## src/rtl/output_port_alloc_pkg.sv

```systemverilog
// Shared constants and types for the output port allocator.
// Direction indices follow the router port order IP/W/E/S/N/D/U.
// Optional feature macro: ARB_FIXED_PRIO_EN (fixed-priority arbitration).
package output_port_alloc_pkg;

    // Router radix; also the width of each input's forward-direction vector
    localparam int unsigned RADIX = 7;

    localparam int unsigned IDX_IP = 0;
    localparam int unsigned IDX_W  = 1;
    localparam int unsigned IDX_E  = 2;
    localparam int unsigned IDX_S  = 3;
    localparam int unsigned IDX_N  = 4;
    localparam int unsigned IDX_D  = 5;
    localparam int unsigned IDX_U  = 6;

    typedef enum logic {
        IDLE   = 1'b0,
        LOCKED = 1'b1
    } state_t;

endpackage

```

## src/rtl/output_port_alloc_rr_priority_pick.sv

```systemverilog
// Combinational rotating-priority picker: returns the first set request
// found when searching upward from ptr+1, wrapping modulo N_IN.
// Passing ptr = N_IN-1 yields plain lowest-index priority.
module rr_priority_pick
    import output_port_alloc_pkg::*;
#(
    parameter int unsigned N_IN  = RADIX,
    parameter int unsigned SEL_W = 3
) (
    input  logic [N_IN-1:0]  req,
    input  logic [SEL_W-1:0] ptr,
    output logic [N_IN-1:0]  win,
    output logic [SEL_W-1:0] win_idx,
    output logic             any
);

    // Search N_IN positions starting just after the pointer; first hit wins
    always_comb begin
        int unsigned idx;
        logic        found;
        win     = '0;
        win_idx = '0;
        found   = 1'b0;
        idx     = 0;
        for (int unsigned k = 1; k <= N_IN; k++) begin
            idx = (32'(ptr) + k) % N_IN;
            if (!found && req[idx]) begin
                win[idx] = 1'b1;
                win_idx  = SEL_W'(idx);
                found    = 1'b1;
            end
        end
    end

    assign any = |req;

endmodule

```

## src/rtl/output_port_alloc.sv

```systemverilog
// Per-output-port wormhole switch allocator for one 3D-mesh router output.
// Arbitrates among inputs whose routed direction selects this output,
// locks the winner until its tail flit transfers, and drives FIFO pops
// and the crossbar select.
// Optional feature macro: ARB_FIXED_PRIO_EN -- when defined, the idle
// winner is the lowest-index requester and the round-robin pointer is removed.
module output_port_alloc
    import output_port_alloc_pkg::*;
#(
    parameter int unsigned OUT_IDX = IDX_IP,
    parameter int unsigned N_IN    = RADIX,
    parameter int unsigned SEL_W   = 3
) (
    input  logic                  clk,
    input  logic                  rst,
    input  logic [RADIX*N_IN-1:0] fwd_dir,
    input  logic [N_IN-1:0]       in_valid,
    input  logic [N_IN-1:0]       in_tail,
    input  logic                  out_full,
    output logic [N_IN-1:0]       grant,
    output logic [N_IN-1:0]       pop,
    output logic [SEL_W-1:0]      xbar_sel,
    output logic                  out_valid,
    output logic                  busy
);

    state_t           state;
    state_t           state_nxt;
    logic [N_IN-1:0]  req;
    logic [N_IN-1:0]  win;
    logic [N_IN-1:0]  grant_nxt;
    logic [SEL_W-1:0] win_idx;
    logic [SEL_W-1:0] sel_nxt;
    logic [SEL_W-1:0] pick_ptr;
    logic             any_req;
    logic             release_lock;
    logic             unused_dir;

    // Only one bit per input's direction vector matters to this instance
    assign unused_dir = ^fwd_dir;

    // Build the request vector; an input may not turn back onto its own
    // link, except the local IP port which may loop back to itself
    always_comb begin
        req = '0;
        for (int unsigned i = 0; i < N_IN; i++) begin
            req[i] = in_valid[i] & fwd_dir[RADIX*i + OUT_IDX];
        end
        if (OUT_IDX != IDX_IP) begin
            req[OUT_IDX] = 1'b0;
        end
    end

`ifdef ARB_FIXED_PRIO_EN
    // Pointer fixed at the top index so the search always starts at input 0
    assign pick_ptr = SEL_W'(N_IN - 1);
`else
    logic [SEL_W-1:0] rr_ptr;

    // Remember the last released owner so it gets lowest priority next round
    always_ff @(posedge clk or posedge rst) begin
        if (rst) begin
            rr_ptr <= SEL_W'(N_IN - 1);
        end else if (release_lock) begin
            rr_ptr <= xbar_sel;
        end
    end

    assign pick_ptr = rr_ptr;
`endif

    rr_priority_pick #(
        .N_IN  (N_IN),
        .SEL_W (SEL_W)
    ) u_pick (
        .req     (req),
        .ptr     (pick_ptr),
        .win     (win),
        .win_idx (win_idx),
        .any     (any_req)
    );

    // Transfers only from the owner, only when its flit is present and the link has room
    assign pop          = grant & in_valid & {N_IN{~out_full}};
    assign out_valid    = |pop;
    assign busy         = (state == LOCKED);
    assign release_lock = |(pop & in_tail);

    // Next-state: lock onto the arbitration winner, release after the tail transfer
    always_comb begin
        state_nxt = state;
        grant_nxt = grant;
        sel_nxt   = xbar_sel;
        case (state)
            IDLE: begin
                if (any_req) begin
                    state_nxt = LOCKED;
                    grant_nxt = win;
                    sel_nxt   = win_idx;
                end
            end
            LOCKED: begin
                if (release_lock) begin
                    state_nxt = IDLE;
                    grant_nxt = '0;
                end
            end
        endcase
    end

    // State, ownership and crossbar select registers
    always_ff @(posedge clk or posedge rst) begin
        if (rst) begin
            state    <= IDLE;
            grant    <= '0;
            xbar_sel <= '0;
        end else begin
            state    <= state_nxt;
            grant    <= grant_nxt;
            xbar_sel <= sel_nxt;
        end
    end

endmodule

```

## config.mk

```make
export PLATFORM = sky130hd
export DESIGN_NAME = output_port_alloc
export DESIGN_NICKNAME = d
export VERILOG_FILES = /design/src/rtl/output_port_alloc_pkg.sv /design/src/rtl/output_port_alloc_rr_priority_pick.sv /design/src/rtl/output_port_alloc.sv
export SDC_FILE = /design/constraint.sdc
export NUM_CORES = 1
export LEC_CHECK = 0
export CELL_PAD_IN_SITES_DETAIL_PLACEMENT = 1
export CELL_PAD_IN_SITES_GLOBAL_PLACEMENT = 1
export CORE_UTILIZATION = 29
export CTS_BUF_LIST = sky130_fd_sc_hd__clkbuf_8
export DETAILED_ROUTE_END_ITERATION = 16
export PLACE_DENSITY_LB_ADDON = 0.05
export SYNTH_ARGS = -nofsm -noshare
export SYNTH_HDL_FRONTEND = slang
export SYNTH_SLANG_ARGS = --single-unit
```

## constraint.sdc

```tcl
create_clock -name clk -period 10.2 [get_ports clk]
set_input_delay 1.02 -clock clk [delete_from_list [all_inputs] [get_ports clk]]
set_output_delay 1.02 -clock clk [all_outputs]
set_load 0.03 [all_outputs]
```

# --- Word level (Yosys, flattened, before mapping) ---
# Cells that the tools add are included.
word_totals:
  in_bits: 66
  ff_bits: 14
  word_cells: 130
  output_inout_bits: 19
classes:
  mux: 54
  bitwise: 18
  add_sub_neg: 7
  n_lt_le_gt_ge: 14
  div_mod_pow: 7
  n_eq_ne: 2
  n_reduce_logical: 24
op_table:
  columns: ["operator", "count"]
  rows:
  - ["32-bit by 1-bit >= comparator with 1-bit output (second input constant)", 7]
  - ["32-bit by 4-bit < comparator with 1-bit output (second input constant)", 7]
  - ["32-bit by 3-bit modulo with 32-bit output (second input constant)", 7]
  - ["7-bit two-way mux", 9]
  - ["7-bit bitwise OR", 6]
  - ["1-bit two-way mux", 22]
  - ["7-bit bitwise AND", 3]
  - ["1-bit binary-select mux with 3-bit select", 7]
  - ["1-bit demux with 3-bit select", 7]
  - ["3-bit two-way mux", 7]
  - ["7-bit OR reduction", 3]
  - ["3-bit by 3-bit adder with 4-bit output (second input constant)", 4]
  - ["7-bit case mux with 2 select lines", 1]
  - ["1-bit logical AND", 13]
  - ["3-bit by 2-bit adder with 4-bit output (second input constant)", 2]
  - ["1-bit bitwise AND", 7]
  - ["1-bit logical NOT", 6]
  - ["3-bit by 1-bit adder with 4-bit output (second input constant)", 1]
  - ["2-bit AND reduction", 2]
  - ["2-bit by 1-bit != test with 1-bit output (second input constant)", 1]
  - ["2-bit != test (second input constant)", 1]
  - ["1-bit NOT", 2]
  - ["1-bit case mux with 2 select lines", 1]

# --- Logic depth before layout (Yosys ltp) ---
depth:
  depth_word: 25
  ltp_mapped: 20
  ltp_nobuf: 16

# --- Modules after synthesis ---
# From an unflattened synthesis, not the netlist that was laid out.
unflattened:
  cells_unflattened: 631
  area_unflattened_um2: 4478.0
modules_own_cells:
  columns: ["mod", "cells_each", "area_each_um2", "instances", "seq_area_each_um2"]
  rows:
  - ["rr_priority_pick", 558, 3679.8, 1, 0.0]
  - ["output_port_alloc", 73, 798.3, 1, 352.8]

# --- Least setup slack after synthesis ---
# OpenSTA, ideal clock, no wires.
synth_timing:
  path_type: "register to register"
  startpoint: "reg rr_ptr[1], in the netlist pick_ptr[1]"
  endpoint: "reg xbar_sel[2]"
  t_arrival_ns: 5.292
  path_stages_with_launch: 20
  path_buffers: 4
  period_less_slack_ns: 5.373
  setup_ns: 0.080
  required_time_ns: 10.120
  setup_slack_ns: 4.827
  cell_sequence: "dfstp_2 clkbuf_1 inv_1 ha_1 buf_2 buf_1 inv_1 clkbuf_1 ha_1 ha_1 or4b_1 nor2_1 o22ai_1 xnor2_2 mux2i_1 o21ai_4 nor4_4 and2_4 or3b_1 o211ai_2"
synth_via:
  elab_chain_cells: 23
  elab_cells_between_ends: 53
  classes_between: "add/sub (7); div (7); mux (27); reduce/logical (12)"
synth_lines:
  columns: ["item", "line", "source"]
  rows:
  - ["from (decl)", "output_port_alloc.sv:58", "logic [SEL_W-1:0] rr_ptr;"]
  - ["from (signal assigned)", "output_port_alloc.sv:63", "rr_ptr <= SEL_W'(N_IN - 1);"]
  - ["from (signal assigned)", "output_port_alloc.sv:65", "rr_ptr <= xbar_sel;"]
  - ["3-bit by 1-bit adder with 4-bit output", "output_port_alloc_rr_priority_pick.sv:26", "idx = (32'(ptr) + k) % N_IN;"]
  - ["32-bit by 3-bit modulo with 32-bit output", "output_port_alloc_rr_priority_pick.sv:26", null]
  - ["1-bit binary-select mux with 3-bit select", "output_port_alloc_rr_priority_pick.sv:27", "if (!found && req[idx]) begin"]
  - ["1-bit two-way mux (not written as such)", "output_port_alloc_rr_priority_pick.sv:27", null]
  - ["1-bit two-way mux", "output_port_alloc_rr_priority_pick.sv:27", null]
  - ["1-bit logical NOT", "output_port_alloc_rr_priority_pick.sv:27", null]
  - ["1-bit logical AND", "output_port_alloc_rr_priority_pick.sv:27", null]
  - ["1-bit two-way mux", "output_port_alloc_rr_priority_pick.sv:27", null]
  - ["[7 not listed]", null, null]
  - ["1-bit logical AND", "output_port_alloc_rr_priority_pick.sv:27", null]
  - ["1-bit two-way mux", "output_port_alloc_rr_priority_pick.sv:27", null]
  - ["1-bit logical NOT", "output_port_alloc_rr_priority_pick.sv:27", null]
  - ["1-bit logical AND", "output_port_alloc_rr_priority_pick.sv:27", null]
  - ["1-bit two-way mux", "output_port_alloc_rr_priority_pick.sv:27", null]
  - ["1-bit logical NOT", "output_port_alloc_rr_priority_pick.sv:27", null]
  - ["1-bit logical AND", "output_port_alloc_rr_priority_pick.sv:27", null]
  - ["3-bit two-way mux (*)", "output_port_alloc_rr_priority_pick.sv:27", null]
  - ["to (signal assigned)", "output_port_alloc.sv:120", "xbar_sel <= sel_nxt;"]
  - ["to (decl)", "output_port_alloc.sv:22", "output logic [SEL_W-1:0] xbar_sel,"]
# Every way passes the cells marked *; elsewhere a longest branch is shown, timed or not. The select of a mux whose other input is x is not followed.
# A chain may end at the register's enable or synchronous reset.

# --- Final worst setup path ---
layout_timing:
  startpoint: "reg rr_ptr[1], in the netlist pick_ptr[1]"
  endpoint: "reg grant[0]"
layout_via:
  elab_chain_cells: 25
  elab_cells_between_ends: 96
  classes_between: "add/sub (7); div (7); order compare (14); mux (43); bitwise (6); reduce/logical (19)"
layout_lines:
  columns: ["item", "line", "source"]
  rows:
  - ["parallel branches: the longest is 22 deep, another holds 32-bit by 3-bit modulo with 32-bit output", null, null]
  - ["7-bit two-way mux (*)", "output_port_alloc_rr_priority_pick.sv:27", null]
  - ["7-bit two-way mux (*)", "output_port_alloc.sv:96", "if (any_req) begin"]
  - ["7-bit case mux with 2 select lines (*)", "output_port_alloc.sv:94", "case (state)"]
  - ["to (signal assigned)", "output_port_alloc.sv:119", "grant <= grant_nxt;"]
  - ["to (decl)", "output_port_alloc.sv:20", "output logic [N_IN-1:0] grant,"]
# Mark *: on every way between the ends. The select of a mux whose other input is x is not followed.

==> summary.md <==
| Metric | Value |
|---|---|
| Yosys top cell area share | between 7 and 8% |
| Critical path required time | ~10 ns |
| Area contributors post-synth | dfrtp_1 (7.0%), ha_1 (6.4%), nand2_1 (4.6%) |
| Final Max Slew Viols | 0 |
| WS Path Type | register to register |
| Yosys reg bits | 14 |
| # setup viols final | 0 |
| Largest net degree at the start of global routing | 44 |
| Hold buffers post-CTS | 0 |
| DRT antenna net count | 0 |
| Final period util | 57.6% |
| DR iter-0 viols | 238 |
| GRT Util Overall | roughly a quarter |
| Crit-path max FO | 16 |
| Most frequent cells after synthesis | nand2_1 (52), nor2_1 (50), o21ai_0 (29) |
| PortBufs | 42 |
| Primary FF master, synth | dfrtp_1 |
| Root Buffer Master | clkbuf_8 |
| RSZ-0062 raised after global routing | false |
| Initial Utilization | between 30% and 40% |
| Post-synth EDFFs | 0 |
| Rows | 43 |
| CP max stage delay | between 0.7 and 0.8 ns |
| Vias per cell | roughly 6.3 |
| Vias in the first global route | 4,834 |
| Clock Sinks | 14 |
| Routed vias | between 4,000 and 5,000 |
| Num ports | 85 |
| Worst-skew pair later-pin latency | 0.25 ns |
| Count of cell types in the netlist | 108 |
| Most frequent cell after synthesis | nand2_1 |
| Worst Setup End Kind | register |
| Die Ht | 123 µm |
| Most used cell, CP | ha_1 |
| Drt wl/cell | roughly 23 µm |
| TritonCTS Buffers | 3 |
| Final Net Count | between 600 and 700 |
| Die area | 0.0152 mm² |
| Clock Tree Buf Depth | 2 |
| Final wirelength | ~18,000 µm |
| CTS tree | built |
| Worst slew pin tran | roughly 1.0 ns |
| Initial antenna violation count | 2 |
| Syn_area_per_cell | approximately 7.4 µm² |
| H-tree levels | 1 |
| Ant. Diodes | 0 |
| Type of origin of the critical path | register |
| Remaining routing DRC violations | 0 |
| Arrival time worst endpoint | 5.96 ns |
| Slew HR | a little under a third |
| Max Cap Viol | 0 |
| Routability cong. | 0.986 |
| DP HPWL | ~14,000 µm |
| Status | finished clean |
| GRT overflow | 0 |
| Number of setup buffers added after CTS | 0 |
| Worst clock skew | around 0.0056 ns |
| First-pass GRT wire length | about 27,000 µm |
| Synthesis-to-finish area growth | 11.9% |
| Post-cts sizing count | 0 |
| Clock transition at path regs | ~0.06 ns |
| HP Class | register to register |
| Netlist Area Pre-Place | about 0.0043 mm² |
| Die width | about 120 µm |
| Cells after synthesis | a little under 600 |
| Worst path slowest cell | dfstp_2 |
| Synthesized Nets | between 600 and 700 |
| Post-synth ARST share | 100% |
| DR pass1 iterations | 5 |
| Fin crit period | approximately 5.9 ns |
| Yosys warning count | 0 |
| Fmax | approximately 170 MHz |
| Dominant cell type by area after synthesis | dfrtp_1 |
| CORE AREA | 0.0141 mm² |
| Setup tns final | 0 ns |
| Final Hold Fails | 0 |
| Crit-path cells | inv_1, ha_1, xor2_4, inv_4, ha_1, ha_1, or4b_1, nor2_1, o22ai_1, xnor2_2, mux2i_1, o21ai_4, o2111ai_1, o21ai_1, o41ai_1, o311ai_1 |
| Share of cells above drive strength 1 | a little under an eighth |
| Register area share after synthesis | around 8.3% |
[registers in the layout (all words and copies together), names as in the netlist]
signal / count
busy: 1
pick_ptr: 3
xbar_sel: 3
grant: 7
[final cells by class]
class	instances	area, µm²
repair buffers	46	450
clock inverters	1	3.75
clock buffers	3	41.3
flip-flops and latches	14	353
fillers	1752	9370
multi-input cells	507	3630
inverters	20	77.6
well taps	180	225
[stage by stage]
step                      hold WS (ns)  cells  setup slack [ns]  instance area (µm²)  util (%)
after floorplan                  0.675    579              4.83                 4270         -
after global placement           0.543    767              4.50                 4740      33.5
after detailed placement         0.542    767              4.39                 4740      33.5
after CTS                        0.566    771              4.36                 4780      33.8
after global routing             0.597    771              4.04                 4780      33.8
final                            0.552    771              4.33                 4780      33.8
[logic make-up (layout without fill, tap and decap cells)]
kind of cell             Yosys count  after routing  share of synthesized area (%)
AND/OR/NAND/NOR                  252            252                           32.5
AO/OA/AOI/OAI                    194            194                           34.9
buffers and inverters             58             70                           6.73
adder cells (fa/ha/maj)           23             23                           6.91
multiplexers                      22             22                           6.06
XOR/XNOR                          16             16                           4.60
flip-flops                        14             14                           8.26
[placed cells by master (no fill, tap or decap), drive strengths merged, types with 17 or more instances in the layout]
cell	count
o21ai	34
a21oi	27
ha	22
clkdlybuf4s50	42
and2	17
nand2	52
nor2	53
nand3	21
inv	21
nor3	20
nand4	17
[final timing paths]
| kind | startpoint | endpoint | slack, ns | cells past startpoint |
|---|---|---|---|---|
| max in group asynchronous | rst | pick_ptr[1] | 8.71 | 2 |
| min in group asynchronous | rst | grant[4] | 1.12 | 2 |
| hold / removal | xbar_sel[1] | pick_ptr[1] | 0.55 | 1 |
| hold reg to reg | xbar_sel[1] | pick_ptr[1] | 0.55 | 1 |
| setup / recovery | pick_ptr[1] | grant[0] | 4.33 | 16 |
| setup reg to reg | pick_ptr[1] | grant[0] | 4.33 | 16 |
[metal layers]
| layer | vias to the layer above | wire, µm | global-route usage (%) | part of all wire, % |
|---|---|---|---|---|
| li1 | 2276 | - | - | - |
| met1 | 2399 | 8370 | 31.6 | 46 |
| met2 | 116 | 8720 | 41.1 | 48 |
| met3 | 34 | 515 | 1.66 | 2.8 |
| met4 | 2 | 456 | 7.45 | 2.5 |
| met5 | - | 8 | 0 | 0.044 |
[critical path: cells and delay by family (launching register included)]
family,cells,cell delay (ns)
AND/OR/NAND/NOR,2,0.68
AO/OA/AOI/OAI,6,1.57
adder cells (fa/ha/maj),3,1.05
flip-flops,1,0.74
buffers and inverters,2,0.43
XOR/XNOR,2,0.82
multiplexers,1,0.40
Power is left out: the tool's default activity adds up to more than one toggle a clock period on the data nets, which glitch-free logic cannot reach.
